===== config.mk =====
export PLATFORM = sky130hd
export DESIGN_NAME = normalizer
export DESIGN_NICKNAME = d
export VERILOG_FILES = /design/src/rtl/normalizer.sv
export SDC_FILE = /design/constraint.sdc
export NUM_CORES = 1
export LEC_CHECK = 0
export ABC_AREA = 1
export BUFFER_PORTS_ARGS = -buffer_cell sky130_fd_sc_hd__buf_2
export CORE_AREA = 2 2 51 53
export DETAILED_ROUTE_END_ITERATION = 10
export DIE_AREA = 0 0 53 55
export MAX_ROUTING_LAYER = met4
export PLACE_DENSITY = 0.74
export SLEW_MARGIN = 20
export SYNTH_ARGS = -nofsm -noshare
export SYNTH_HDL_FRONTEND = slang
export SYNTH_SLANG_ARGS = --single-unit
export TNS_END_PERCENT = 50

===== constraint.sdc =====
create_clock -name i_clock -period 1.4 [get_ports i_clock]
set_input_delay 0.28 -clock i_clock [delete_from_list [all_inputs] [get_ports i_clock]]
set_output_delay 0.28 -clock i_clock [all_outputs]
set_load 0.01 [all_outputs]

===== src/rtl/normalizer.sv =====
// Iterative normalizer: shifts the operand one bit per cycle toward the target end
// and reports the shift count. Optional `NORMALIZER_LIMIT_EN adds a shift-count limit.
module normalizer #(
  parameter int N = 8
) (
  input  logic         i_clock,
  input  logic         i_reset,
  input  logic         i_start,
  input  logic         i_direction,
  input  logic [N-1:0] i_value,
`ifdef NORMALIZER_LIMIT_EN
  input  logic [N-1:0] i_limit,
  output logic         o_limited,
`endif
  output logic         o_busy,
  output logic         o_finished,
  output logic [N-1:0] o_value,
  output logic [N-1:0] o_count,
  output logic         o_zero
);

  localparam logic [1:0] IDLE  = 2'd0;
  localparam logic [1:0] SHIFT = 2'd1;
  localparam logic [1:0] DONE  = 2'd2;

  logic [1:0]   state;
  logic         direction;
  logic         target_hit;
  logic [N-1:0] shifted;

  // Left normalizes toward the MSB, right toward the LSB; vacated bits fill with zero.
  assign target_hit = direction ? o_value[N-1] : o_value[0];
  assign shifted    = direction ? {o_value[N-2:0], 1'b0} : {1'b0, o_value[N-1:1]};

  assign o_busy     = (state != IDLE);
  assign o_finished = (state == DONE);

`ifdef NORMALIZER_LIMIT_EN
  logic [N-1:0] limit;
  logic         limit_hit;

  assign limit_hit = (o_count == limit);

  always_ff @(posedge i_clock) begin
    if (i_reset) begin
      limit     <= '0;
      o_limited <= 1'b0;
    end else if (state == IDLE && i_start) begin
      limit     <= i_limit;
      o_limited <= 1'b0;
    end else if (state == SHIFT && !o_zero && !target_hit && limit_hit) begin
      o_limited <= 1'b1;
    end
  end
`else
  logic limit_hit;

  assign limit_hit = 1'b0;
`endif

  // Outputs are the working registers, so they track each shift and hold after DONE.
  always_ff @(posedge i_clock) begin
    if (i_reset) begin
      state     <= IDLE;
      direction <= 1'b0;
      o_value   <= '0;
      o_count   <= '0;
      o_zero    <= 1'b0;
    end else begin
      case (state)
        IDLE: begin
          if (i_start) begin
            direction <= i_direction;
            o_value   <= i_value;
            o_count   <= '0;
            o_zero    <= (i_value == '0);
            state     <= SHIFT;
          end
        end
        SHIFT: begin
          if (o_zero || target_hit || limit_hit) begin
            state <= DONE;
          end else begin
            o_value <= shifted;
            o_count <= o_count + N'(1);
          end
        end
        DONE: begin
          state <= IDLE;
        end
        default: begin
          state <= IDLE;
        end
      endcase
    end
  end

endmodule


* After elaboration in Yosys (flattened, before gate mapping)
Cells that the tools add are included.
** Word-level totals
- Input port bits :: 12
- Output and inout bits :: 19
- Word-level logic and storage cells :: 30
- Flip-flop bits (word level) :: 20
** Cells by class
- Multiplexer cells :: 11
- Reductions and logical operators :: 8
- Add/sub/neg operators :: 1
- Equality and inequality tests :: 5
** Operators with widths (number)
- two-way mux 8 bit :: 5
- case mux 8 bit (2 select lines) :: 2
- adder 8 x 1 -> 8 bit (second input constant) :: 1
- logical NOT 8 bit :: 1
- inequality test 2 bit (second input constant) :: 3
- two-way mux 2 bit :: 2
- case mux 2 bit (2 select lines) :: 1
- AND reduction 2 bit :: 2
- nonzero test 2 bit :: 2
- AND reduction 3 bit :: 1
- equality test 2 x 1 -> 1 bit (second input constant) :: 1
- equality test 2 bit (second input constant) :: 1
- logical NOT 2 bit :: 1
- logical OR 1 bit :: 1
- two-way mux 1 bit :: 1

* Depth between registers and ports, before layout
Gate-level depths: netlist (run 1).
- Word-level depth :: 4
- Depth in mapped cells :: 8
- Gate-level depth less buffers :: 8

* Worst setup path after synthesis (run 1)
OpenSTA, ideal clock, no wires.
- Path type :: register to register
- From :: reg o_count[0]
- To :: reg o_count[2]
- Path slack :: 274 ps
- Path buffers :: 0
- Required time :: 1330 ps
- Library setup time :: 70 ps
- Stages on the path, launching flop included :: 7
- Clock period less this slack :: 1126 ps
- Arrival :: 1057 ps
- Cell sequence :: dfxtp_1 > ha_1 > nand2_1 > inv_1 > nor3_1 > nand2_1 > a21oi_1
** Between the ends
- Longest elaborated chain between the ends :: 3
** RTL lines
- start, declared :: RTL line 18 : output logic [N-1:0] o_count,
- start signal, assigned :: RTL line 85 : o_count <= o_count + N'(1);
- adder 8 x 1 -> 8 bit :: RTL line 85
- two-way mux 8 bit :: RTL line 81 : if (o_zero || target_hit || limit_hit) begin
- case mux 8 bit (2 select lines) :: RTL line 70 : case (state)
Every way passes these cells. The select of a mux whose other input is x is not followed.
A chain may end at the register's enable or synchronous reset.

* Worst setup path in the final report (run 1)
- From :: reg direction
- To :: reg o_value[5]
** Between the ends
- Longest elaborated chain between the ends :: 4
- Elaborated cells between the ends (all ways) :: 7
- Those cells by class :: eq/ne: 1; mux: 4; reduce/logical: 2
** RTL lines
- start, declared :: RTL line 27 : logic direction;
- start signal, assigned :: RTL line 73 : direction <= i_direction;
- two-way mux 1 bit :: RTL line 32 : assign target_hit = direction ? o_value[N-1] : o_value[0];
- logical OR 1 bit :: RTL line 81
- inequality test 2 bit (no line)
- AND reduction 3 bit (no line)
- end signal, assigned :: RTL line 74 : o_value <= i_value;
- end signal, assigned :: RTL line 84 : o_value <= shifted;
- end, declared :: RTL line 17 : output logic [N-1:0] o_value,
Several ways; a longest one is shown, not always the timed one. The select of a mux whose other input is x is not followed.

==> results of run 1 <==
-- routing by layer --
| layer | GRT usage | part of all wire | wire [um] | vias to the layer above |
|---|---|---|---|---|
| li1 | - | - | - | 644 |
| met1 | 0.238 | 0.44 | 1190 | 552 |
| met4 | 0.0855 | 0.011 | 29 | 0 |
| met5 | - | 0 | 0 | - |
| met3 | 0.0161 | 0.048 | 129 | 4 |
| met2 | 0.381 | 0.50 | 1350 | 31 |
-- worst paths after layout --
path	startpoint	endpoint	slack (ps)	cells after the start
setup / recovery	direction	o_value[5]	90	6
hold / removal	i_reset	state[1]	220	2
setup reg to reg	direction	o_value[5]	90	6
hold reg to reg	o_count[6]	o_count[6]	510	2
-- worst max-delay path: cells and delay by family (launching register included) --
| kind | cells | cell delay [ps] |
|---|---|---|
| AND/OR/NAND/NOR | 3 | 430 |
| AO/OA/AOI/OAI | 2 | 310 |
| buffers and inverters | 1 | 160 |
| flip-flops | 1 | 350 |
-- sequential cells by signal (all words and copies together) (netlist names) --
register / cells
direction: 1
state: 2
o_value: 8
o_count: 8
o_zero: 1
-- through the flow --
stage           util  instances  worst slack (ps)  hold slack [ps]  setup TNS (ps)
5_1_grt        0.587        246             -5.94              219           -5.94
2_1_floorplan      -        176               274              349               0
3_5_place_dp   0.563        239              43.0              491               0
4_1_cts        0.572        242              19.0              214               0
6_report       0.587        246              93.4              217               0
3_3_place_gp   0.563        239               108              491               0
-- area by class of cell --
type	instances	area [sq um]
Inverter	21	78.8
Clock buffer	3	22.5
Tap cell	30	37.5
Multi-Input combinational cell	128	594
Timing Repair Buffer	44	255
Fill cell	239	976
Sequential cell	20	400
-- report_power, final --
group	total (mW)	switching, mW	internal (mW)	leakage, nW
logic	0.425	0.249	0.176	0.508
clock network	0.263	0.163	0.100	0.0138
registers	0.665	0.0463	0.618	0.164
-- repair_timing --
action                     CTS  global route
setup endpoints to repair    0            11
buffers inserted             0             4
hold buffers                 0             0
gates resized for setup      0             1
-- placed cells by master, fill, tap and decap left out --
cell type,instances
nor2_1,37
nand2_1,34
buf_2,30
dfxtp_1,20
o21ai_0,19
inv_1,18
buf_4,14
nand3_1,12
a21oi_1,10
nor3_1,4
inv_2,3
nand4_1,3
o211ai_1,3
clkbuf_4,3
nand3_2,2
nand2_2,1
nor2_4,1
nand2_4,1
ha_1,1
-- cell families (layout without fill, tap and decap cells) --
logic type               count (synthesis)  after routing  synth area share
buffers and inverters                   28             68             0.119
AND/OR/NAND/NOR                         95             95             0.364
adder cells (fa/ha/maj)                  1              1            0.0111
flip-flops                              20             20             0.356
AO/OA/AOI/OAI                           32             32             0.149
==> flow_summary_export.csv, run 1 <==
group,metric,value,unit
timing,worstMarginPinSlew,390,ps
power_and_ir_drop,fin_total_pwr,1.35,mW
timing,period_share,0.933,
drt,drc,0,
global_route,overflow,0,
drt,drt_wl_total,2710,um
final_layout,layout.nets,231,
synthesis,synth_seq_cells,20,
final_layout,area_growth,23.6,%
timing,finalHoldViolCount,0,
worst_setup_path,slowest_delay,350,ps
floorplanning,fp-row-count,18,
worst_setup_path,worstPathCellList,"a21oi_1 -> nand3_2 -> nand2_4 -> buf_4 -> o21ai_0 -> nor2_1",
timing,final-setup-viol-count,0,
floorplanning,io-pin-count,31,
synthesis,async_reset_ff_frac,0,
worst_setup_path,arrival,1540,ps
final_layout,stdcell_area,0.00139,sq mm
floorplanning,fp.dieH,55,um
timing,clock_skew,3.12,ps
power_and_ir_drop,p_leak,0.686,nW
placement,place_hpwl,2050,um
power_and_ir_drop,vdd_drop_max,0.550,mV
placement,io_buffers,30,
synthesis,synth_commonest_cells,"nor2_1, nand2_1, dfxtp_1, o21ai_0, inv_1",
floorplanning,chipWidth,53,um
synthesis,yosys.area.top_type,"dfxtp_1",
drt,firstDrtPassIters,4,
worst_setup_path,crit_type,"flip-flop to flip-flop",
clocking,cts-buffers-inserted,3,
synthesis,yosys_warnings,0,
clocking,cts_tree,"done",
timing,fin_crit,1310,ps
synthesis,syn-cell-area,0.00112,sq mm
clocking,htreeDepth,1,
worst_setup_path,cp-end-kind,"flip-flop",
clocking,clk_pin_slew,100,ps
status,status,"finished, final reports clean",
clocking,cts.sinks,20,
clocking,root_buffer,"clkbuf_4",
synthesis,ys_seq_area_frac,0.356,
synthesis,synth_cell_types,19,
global_route,grt_pass1_wl,4370,um
drt,ant_nets,0,
timing,slew-limit-headroom,0.740,
timing,drv_slew,0,
floorplanning,initial_core_util,0.475,
drt,wl_per_cell,11.0,um
synthesis,synth_most_common_cell,"nor2_1",
global_route,grt_pass1_vias,1063,
timing,fmax,0.765,GHz
floorplanning,die-area,0.00292,sq mm
synthesis,syn_area_per_cell,6.38,sq um
synthesis,synth_edf_count,0,
drt,drtIter0Drc,26,
min_path,hp-class,"input port to flip-flop",
synthesis,synth_fp_nets,189,
worst_setup_path,crit_slowest_cell,"dfxtp_1",
synthesis,synth_top_area_frac,0.356,
synthesis,synthFlopType,"dfxtp_1",
drt,viasPerCell,5.00,
synthesis,syn-instance-count,176,
worst_setup_path,cp_max_fo,8,
final_layout,drive_gt1_frac,0.255,
flow_run,cap_violations,0,
clocking,clock_path_buffers,2,
synthesis,synth_area_leaders,"dfxtp_1, nor2_1, nand2_1, o21ai_0, inv_1",
worst_setup_path,cp-start-kind,"flip-flop",
worst_setup_path,cp.required,1630,ps
final_layout,antennaDiodeCount,0,
global_route,antenna_found_initial,0,
placement,place_area,0.00133,sq mm
placement,gp_congestion,0.848,
global_route,grt_max_degree,20,
power_and_ir_drop,power_density,974,mW/mm^2
clocking,clk_latency,290,ps
drt,vias,1231,
global_route,grt_usage,0.209,
floorplanning,coreArea,0.00236,sq mm
Note: power is estimated with default switching activity, not from simulation.
==> run 2: changes to the inputs <==
- REMOVE_ABC_BUFFERS: default -> 1
==> run 2 against run 1 <==
Effect of this change:
- sequential cell count is the same
- cell count decreased by 0.81%
- design area is essentially flat
- clock skew grew 0.89 ps
- sequential share of layout area increased by 0.064 points
- register-to-register slack improved by 50 ps
- first-iteration DRC count decreased by 31%
- sequential power barely moved
==> flow_summary_export.csv, run 2 (synthesized netlist as in run 1, its figures left out) <==
group,metric,value,unit
global_route,grt_pass1_wl,4560,um
clocking,htreeDepth,1,
worst_setup_path,setup.worst_path.end,"o_finished",
power_and_ir_drop,p_sw,462,uW
clocking,cts.sinks,20,
worst_setup_path,arrival,990,ps
drt,drt_wl_total,2710,um
final_layout,final_cell_mix,"nor2_1, nand2_1, buf_2, o21ai_0, dfxtp_1",
drt,drc,0,
drt,viasPerCell,5.14,
global_route,antenna_found_initial,0,
timing,fmax,0.786,GHz
final_layout,top_regs,"o_count: 8 flops, o_value: 8 flops, state: 2 flops",
final_layout,drive_gt1_frac,0.257,
clocking,cts-buffers-inserted,3,
timing,worstMarginPinSlew,395,ps
final_layout,multiInputGateArea,606,sq um
worst_setup_path,crit_start,"state[1]",
timing,slew-limit-headroom,0.736,
placement,gp_congestion,0.915,
global_route,grt_usage,0.218,
worst_setup_path,worstPathCellList,"inv_1 -> nor2_1 -> buf_2",
clocking,clk_latency,290,ps
placement,io_buffers,30,
floorplanning,coreArea,0.00236,sq mm
timing,grt_setup_unrepaired,"no",
drt,drtIter0Drc,18,
worst_setup_path,slowest_delay,390,ps
floorplanning,chipWidth,53,um
placement,place_hpwl,2110,um
final_layout,layout.nets,229,
global_route,overflow,0,
worst_setup_path,r2r_setup_slack,140,ps
power_and_ir_drop,p_leak,0.678,nW
worst_setup_path,crit_type,"flip-flop to output port",
clocking,clock_path_buffers,2,
worst_setup_path,crit_family,"flip-flops",
worst_setup_path,r2r_cells,7,
timing,drv_slew,0,
power_and_ir_drop,seqPwrFrac,0.492,
timing,finalHoldViolCount,0,
final_layout,fill_cells,235,
floorplanning,initial_core_util,0.475,
power_and_ir_drop,vdd_drop_max,0.634,mV
worst_setup_path,r2r-end,"o_value[6]",
power_and_ir_drop,p_clk_frac,0.196,
flow_run,cap_violations,0,
min_path,hp-class,"input port to flip-flop",
final_layout,area_growth,23.7,%
timing,finalSetupTns,0,ps
power_and_ir_drop,p_comb_frac,0.312,
drt,wl_per_cell,11.1,um
timing,final-setup-viol-count,0,
power_and_ir_drop,power.internal,892,uW
drt,ant_nets,0,
global_route,grt_max_degree,16,
worst_setup_path,cp-start-kind,"flip-flop",
floorplanning,fp.dieH,55,um
final_layout,final_common_cell,"nor2_1",
worst_setup_path,cp_num_cells,3,
final_layout,post-route-util,0.588,
drt,vias,1253,
timing,period_share,0.909,
floorplanning,fp-row-count,18,
power_and_ir_drop,swShare,0.342,
clocking,root_buffer,"clkbuf_4",
floorplanning,die-area,0.00292,sq mm
worst_setup_path,cp_num_buf_inv,2,
status,status,"finished, final reports clean",
power_and_ir_drop,power_density,974,mW/mm^2
global_route,grt_pass1_vias,1092,
timing,fin_crit,1270,ps
floorplanning,io-pin-count,31,
worst_setup_path,cp_max_fo,3,
clocking,ctsHoldBuffers,0,
timing,clock_skew,4.01,ps
final_layout,regArea,402,sq um
clocking,cts_tree,"done",
final_layout,antennaDiodeCount,0,
worst_setup_path,crit_slowest_cell,"dfxtp_1",
drt,firstDrtPassIters,4,
worst_setup_path,cp-end-kind,"output port",
worst_setup_path,cp.required,1120,ps
worst_setup_path,reg2reg_from,"state[0]",
clocking,clk_pin_slew,110,ps
run 2: changes by cell type in the layout (fill, tap and decap cells not counted):
cell	change
buf_4	-3
a21oi_1	-1
a21oi_2	+1
buf_6	+1
dfxtp_1	-1
dfxtp_2	+1
nand3_2	-1
nand3_4	+1
run 2: routing by layer:
layer  global-route usage  part of all wire  up-vias
met5                    -                 0        -
met4               0.0983             0.011        0
met3               0.0242             0.055        4
met2                0.392              0.49       41
met1                0.247              0.44      566
li1                     -                 -      642
run 2: worst register-to-register path, delay by kind of cell (launching register included):
kind	cells	cell delay, ps
AND/OR/NAND/NOR	3	360
buffers and inverters	2	250
AO/OA/AOI/OAI	2	240
flip-flops	1	350
run 2: worst min path at each step:
stage	end	slack, ps	start	cells after the start
after floorplan	o_count[2]	350	i_reset	1
after CTS	o_count[2]	210	i_reset	2
after global routing	o_count[2]	210	i_reset	2
after detailed placement	o_count[6]	480	o_count[6]	2
final	o_count[2]	210	i_reset	2
after global placement	o_count[6]	480	o_count[6]	2
run 2: area by class of cell:
cell class              count  area share
inverters                  21      0.0567
multi-input cells         128       0.436
repair buffers             42       0.176
well taps                  30      0.0270
clock buffers               3      0.0162
flip-flops and latches     20       0.289
run 2: through the flow:
step / hold WS, ps / setup WS, ps / power [mW] / instances / instance area [sq um]
2_1_floorplan: 349 / 6.64 / 0.897 / 169 / 1070
3_3_place_gp: 484 / 112 / 1.05 / 238 / 1320
3_5_place_dp: 482 / 68.9 / 1.07 / 238 / 1320
4_1_cts: 206 / 46.4 / 1.33 / 241 / 1350
5_1_grt: 207 / 23.7 / 1.44 / 244 / 1390
6_report: 210 / 128 / 1.35 / 244 / 1390
run 2: power groups by stage:
stage	combinational, mW	sequential (mW)	clock [mW]
6_report	0.423	0.666	0.266
5_1_grt	0.474	0.673	0.292
4_1_cts	0.391	0.664	0.271
3_5_place_dp	0.390	0.676	0
3_3_place_gp	0.379	0.674	0
2_1_floorplan	0.202	0.695	0
run 2: timing repair:
item,CTS,global route
endpoints found under the setup margin,0,12
buffers inserted,0,3
resized for setup,0,5
==> run 3: changes to the inputs <==
- ABC_AREA: 1 -> default
- CORE_AREA: 2 2 51 53 -> 2 2 49 51
- DIE_AREA: 0 0 53 55 -> 0 0 51 53
- PLACE_DENSITY: 0.74 -> 0.76
- SKIP_LAST_GASP: default -> 1
==> run 3 against run 2 <==
Effect of this change:
- the flow now finishes with violations (setup timing)
- synthesized area fell by 6.8%
- register-to-register slack got worse by 210 ps
- global-route usage increased by 0.16 points
- critical path depth up 2
- combinational power rose by 2%
- setup slack worse by 200 ps
- worst hold slack worse by 7.0 ps
- via count down 15%
- non-clock buffer count increased by 4
- core utilization is 6.6 points higher
==> flow_summary_export.csv, run 3 <==
group,metric,value,unit
worst_setup_path,crit_type,"flip-flop to flip-flop",
timing,fin_crit,1470,ps
placement,gp_congestion,0.811,
placement,place_hpwl,1890,um
timing,finalHoldViolCount,0,
drt,vias,1061,
synthesis,ys_seq_area_frac,0.382,
synthesis,synth_seq_cells,20,
timing,final-setup-viol-count,6,
worst_setup_path,cp-end-kind,"flip-flop",
global_route,overflow,0,
worst_setup_path,cp.required,1590,ps
final_layout,antennaDiodeCount,0,
synthesis,synthFlopType,"dfxtp_1",
floorplanning,initial_core_util,0.487,
worst_setup_path,r2r_cells,5,
power_and_ir_drop,p_leak,0.587,nW
synthesis,async_reset_ff_frac,0,
timing,slew-limit-headroom,0.709,
floorplanning,chipWidth,51,um
timing,grt_setup_unrepaired,"yes",
power_and_ir_drop,p_sw,441,uW
timing,clock_skew,0.892,ps
clocking,cts_tree,"done",
worst_setup_path,cp-start-kind,"flip-flop",
clocking,htreeDepth,1,
synthesis,synth_area_leaders,"dfxtp_1, mux2i_1, a21oi_1, nand2_1, o211ai_1",
timing,whs,203,ps
worst_setup_path,r2r-end,"o_count[3]",
final_layout,final_common_cell,"buf_2",
drt,wl_per_cell,13.7,um
final_layout,final_cell_mix,"buf_2, dfxtp_1, nand2_1, buf_4, a21oi_1",
synthesis,synth_cell_types,33,
worst_setup_path,reg2reg_from,"direction",
timing,worstMarginPinSlew,433,ps
floorplanning,io-pin-count,31,
clocking,clk_pin_slew,110,ps
final_layout,drive_gt1_frac,0.405,
clocking,cts.sinks,20,
status,violations,"setup timing",
worst_setup_path,setup.worst_path.end,"o_count[3]",
power_and_ir_drop,fin_total_pwr,1.42,mW
power_and_ir_drop,p_comb_frac,0.304,
drt,firstDrtPassIters,4,
synthesis,synth_top_area_frac,0.382,
global_route,grt_usage,0.220,
drt,viasPerCell,5.55,
synthesis,synth_most_common_cell,"dfxtp_1",
placement,io_buffers,30,
drt,ant_nets,0,
power_and_ir_drop,power_density,1010,mW/mm^2
synthesis,syn-instance-count,120,
synthesis,synth_commonest_cells,"dfxtp_1, nand2_1, a21oi_1, nor3_1, nor2_1",
floorplanning,fp.dieH,53,um
clocking,cts-buffers-inserted,3,
drt,drt_wl_total,2620,um
power_and_ir_drop,seqPwrFrac,0.457,
global_route,antenna_found_initial,0,
timing,period_share,1.05,
clocking,root_buffer,"clkbuf_4",
drt,drc,0,
worst_setup_path,cp_max_fo,7,
timing,fmax,0.679,GHz
synthesis,yosys_warnings,0,
flow_run,cap_violations,0,
worst_setup_path,crit_start,"direction",
power_and_ir_drop,p_clk_frac,0.240,
clocking,clock_path_buffers,2,
synthesis,syn-cell-area,0.00105,sq mm
floorplanning,die-area,0.00270,sq mm
final_layout,area_growth,34.1,%
timing,fin_ws,-72.4,ps
power_and_ir_drop,vdd_drop_max,0.679,mV
power_and_ir_drop,swShare,0.311,
global_route,grt_pass1_wl,4330,um
power_and_ir_drop,power.internal,977,uW
status,status,"complete, but fails checks",
global_route,grt_max_degree,21,
floorplanning,fp-row-count,17,
timing,finalSetupTns,-166,ps
global_route,grt_pass1_vias,1037,
worst_setup_path,arrival,1660,ps
min_path,hp-class,"input port to flip-flop",
final_layout,top_regs,"o_count: 8 flops, o_value: 8 flops, state: 2 flops",
synthesis,syn_area_per_cell,8.73,sq um
placement,dpl_worst_slack,-119,ps
synthesis,synth_edf_count,0,
floorplanning,coreArea,0.00215,sq mm
drt,drtIter0Drc,7,
synthesis,yosys.area.top_type,"dfxtp_1",
final_layout,layout.nets,177,
worst_setup_path,r2r_setup_slack,-70,ps
timing,drv_slew,0,
clocking,clk_latency,300,ps
run 3: final cells by class:
type	instances	area [sq um]
clock buffer	4	36.3
fill	192	744
sequential	20	404
timing repair buffer	46	284
multi-input combinational	93	644
tap	28	35.0
run 3: timing repair:
| action | 4_1_cts | 5_1_grt |
|---|---|---|
| hold buffers | 0 | 0 |
| pin swaps | 5 | 2 |
| buffers inserted | 0 | 1 |
| setup endpoints to repair | 14 | 16 |
| resized for setup | 12 | 4 |
run 3: critical path, stage by stage, from the launching register on:
cell	delay [ps]
dfxtp_2	370
mux2_4	370
buf_4	170
nor3_1	230
xnor2_1	150
nor3_1	60
run 3: worst min-delay path by stage:
stage | end | cells past startpoint | slack [ps] | from
floorplan | o_count[1] | 1 | 350 | i_reset
global placement | o_value[6] | 2 | 470 | o_value[6]
detailed placement | o_value[6] | 2 | 480 | o_value[6]
CTS | direction | 3 | 200 | i_direction
global route | direction | 3 | 210 | i_direction
finish | direction | 3 | 200 | i_direction
run 3: power by group through the flow:
stage	logic (mW)	clock network [mW]	registers, mW
after detailed placement	0.384	0	0.657
after floorplan	0.184	0	0.676
final	0.430	0.340	0.648
after global routing	0.473	0.371	0.654
after CTS	0.417	0.347	0.644
after global placement	0.375	0	0.653
run 3: cells by family (layout without fill, tap and decap cells):
group	Yosys count	after routing	share of synthesized area
multiplexers	8	8	0.0812
XOR/XNOR	3	3	0.0251
flip-flops	20	20	0.382
AND/OR/NAND/NOR	55	55	0.299
adder cells (fa/ha/maj)	1	1	0.0119
AO/OA/AOI/OAI	26	26	0.160
buffers and inverters	7	50	0.0406
run 3: routing by layer:
layer | routed length [um] | GRT usage | vias up
met2 | 1300 | 0.398 | 35
met3 | 118 | 0.0311 | 4
met1 | 1140 | 0.231 | 500
li1 | - | - | 522
met4 | 55 | 0.122 | 0
met5 | 0 | - | -
run 3: stage by stage:
step	util	instance area (sq um)	std cells
after floorplan	-	1000	113
after global placement	0.606	1300	186
after detailed placement	0.606	1300	186
after CTS	0.644	1380	190
after global routing	0.653	1400	191
final	0.653	1400	191
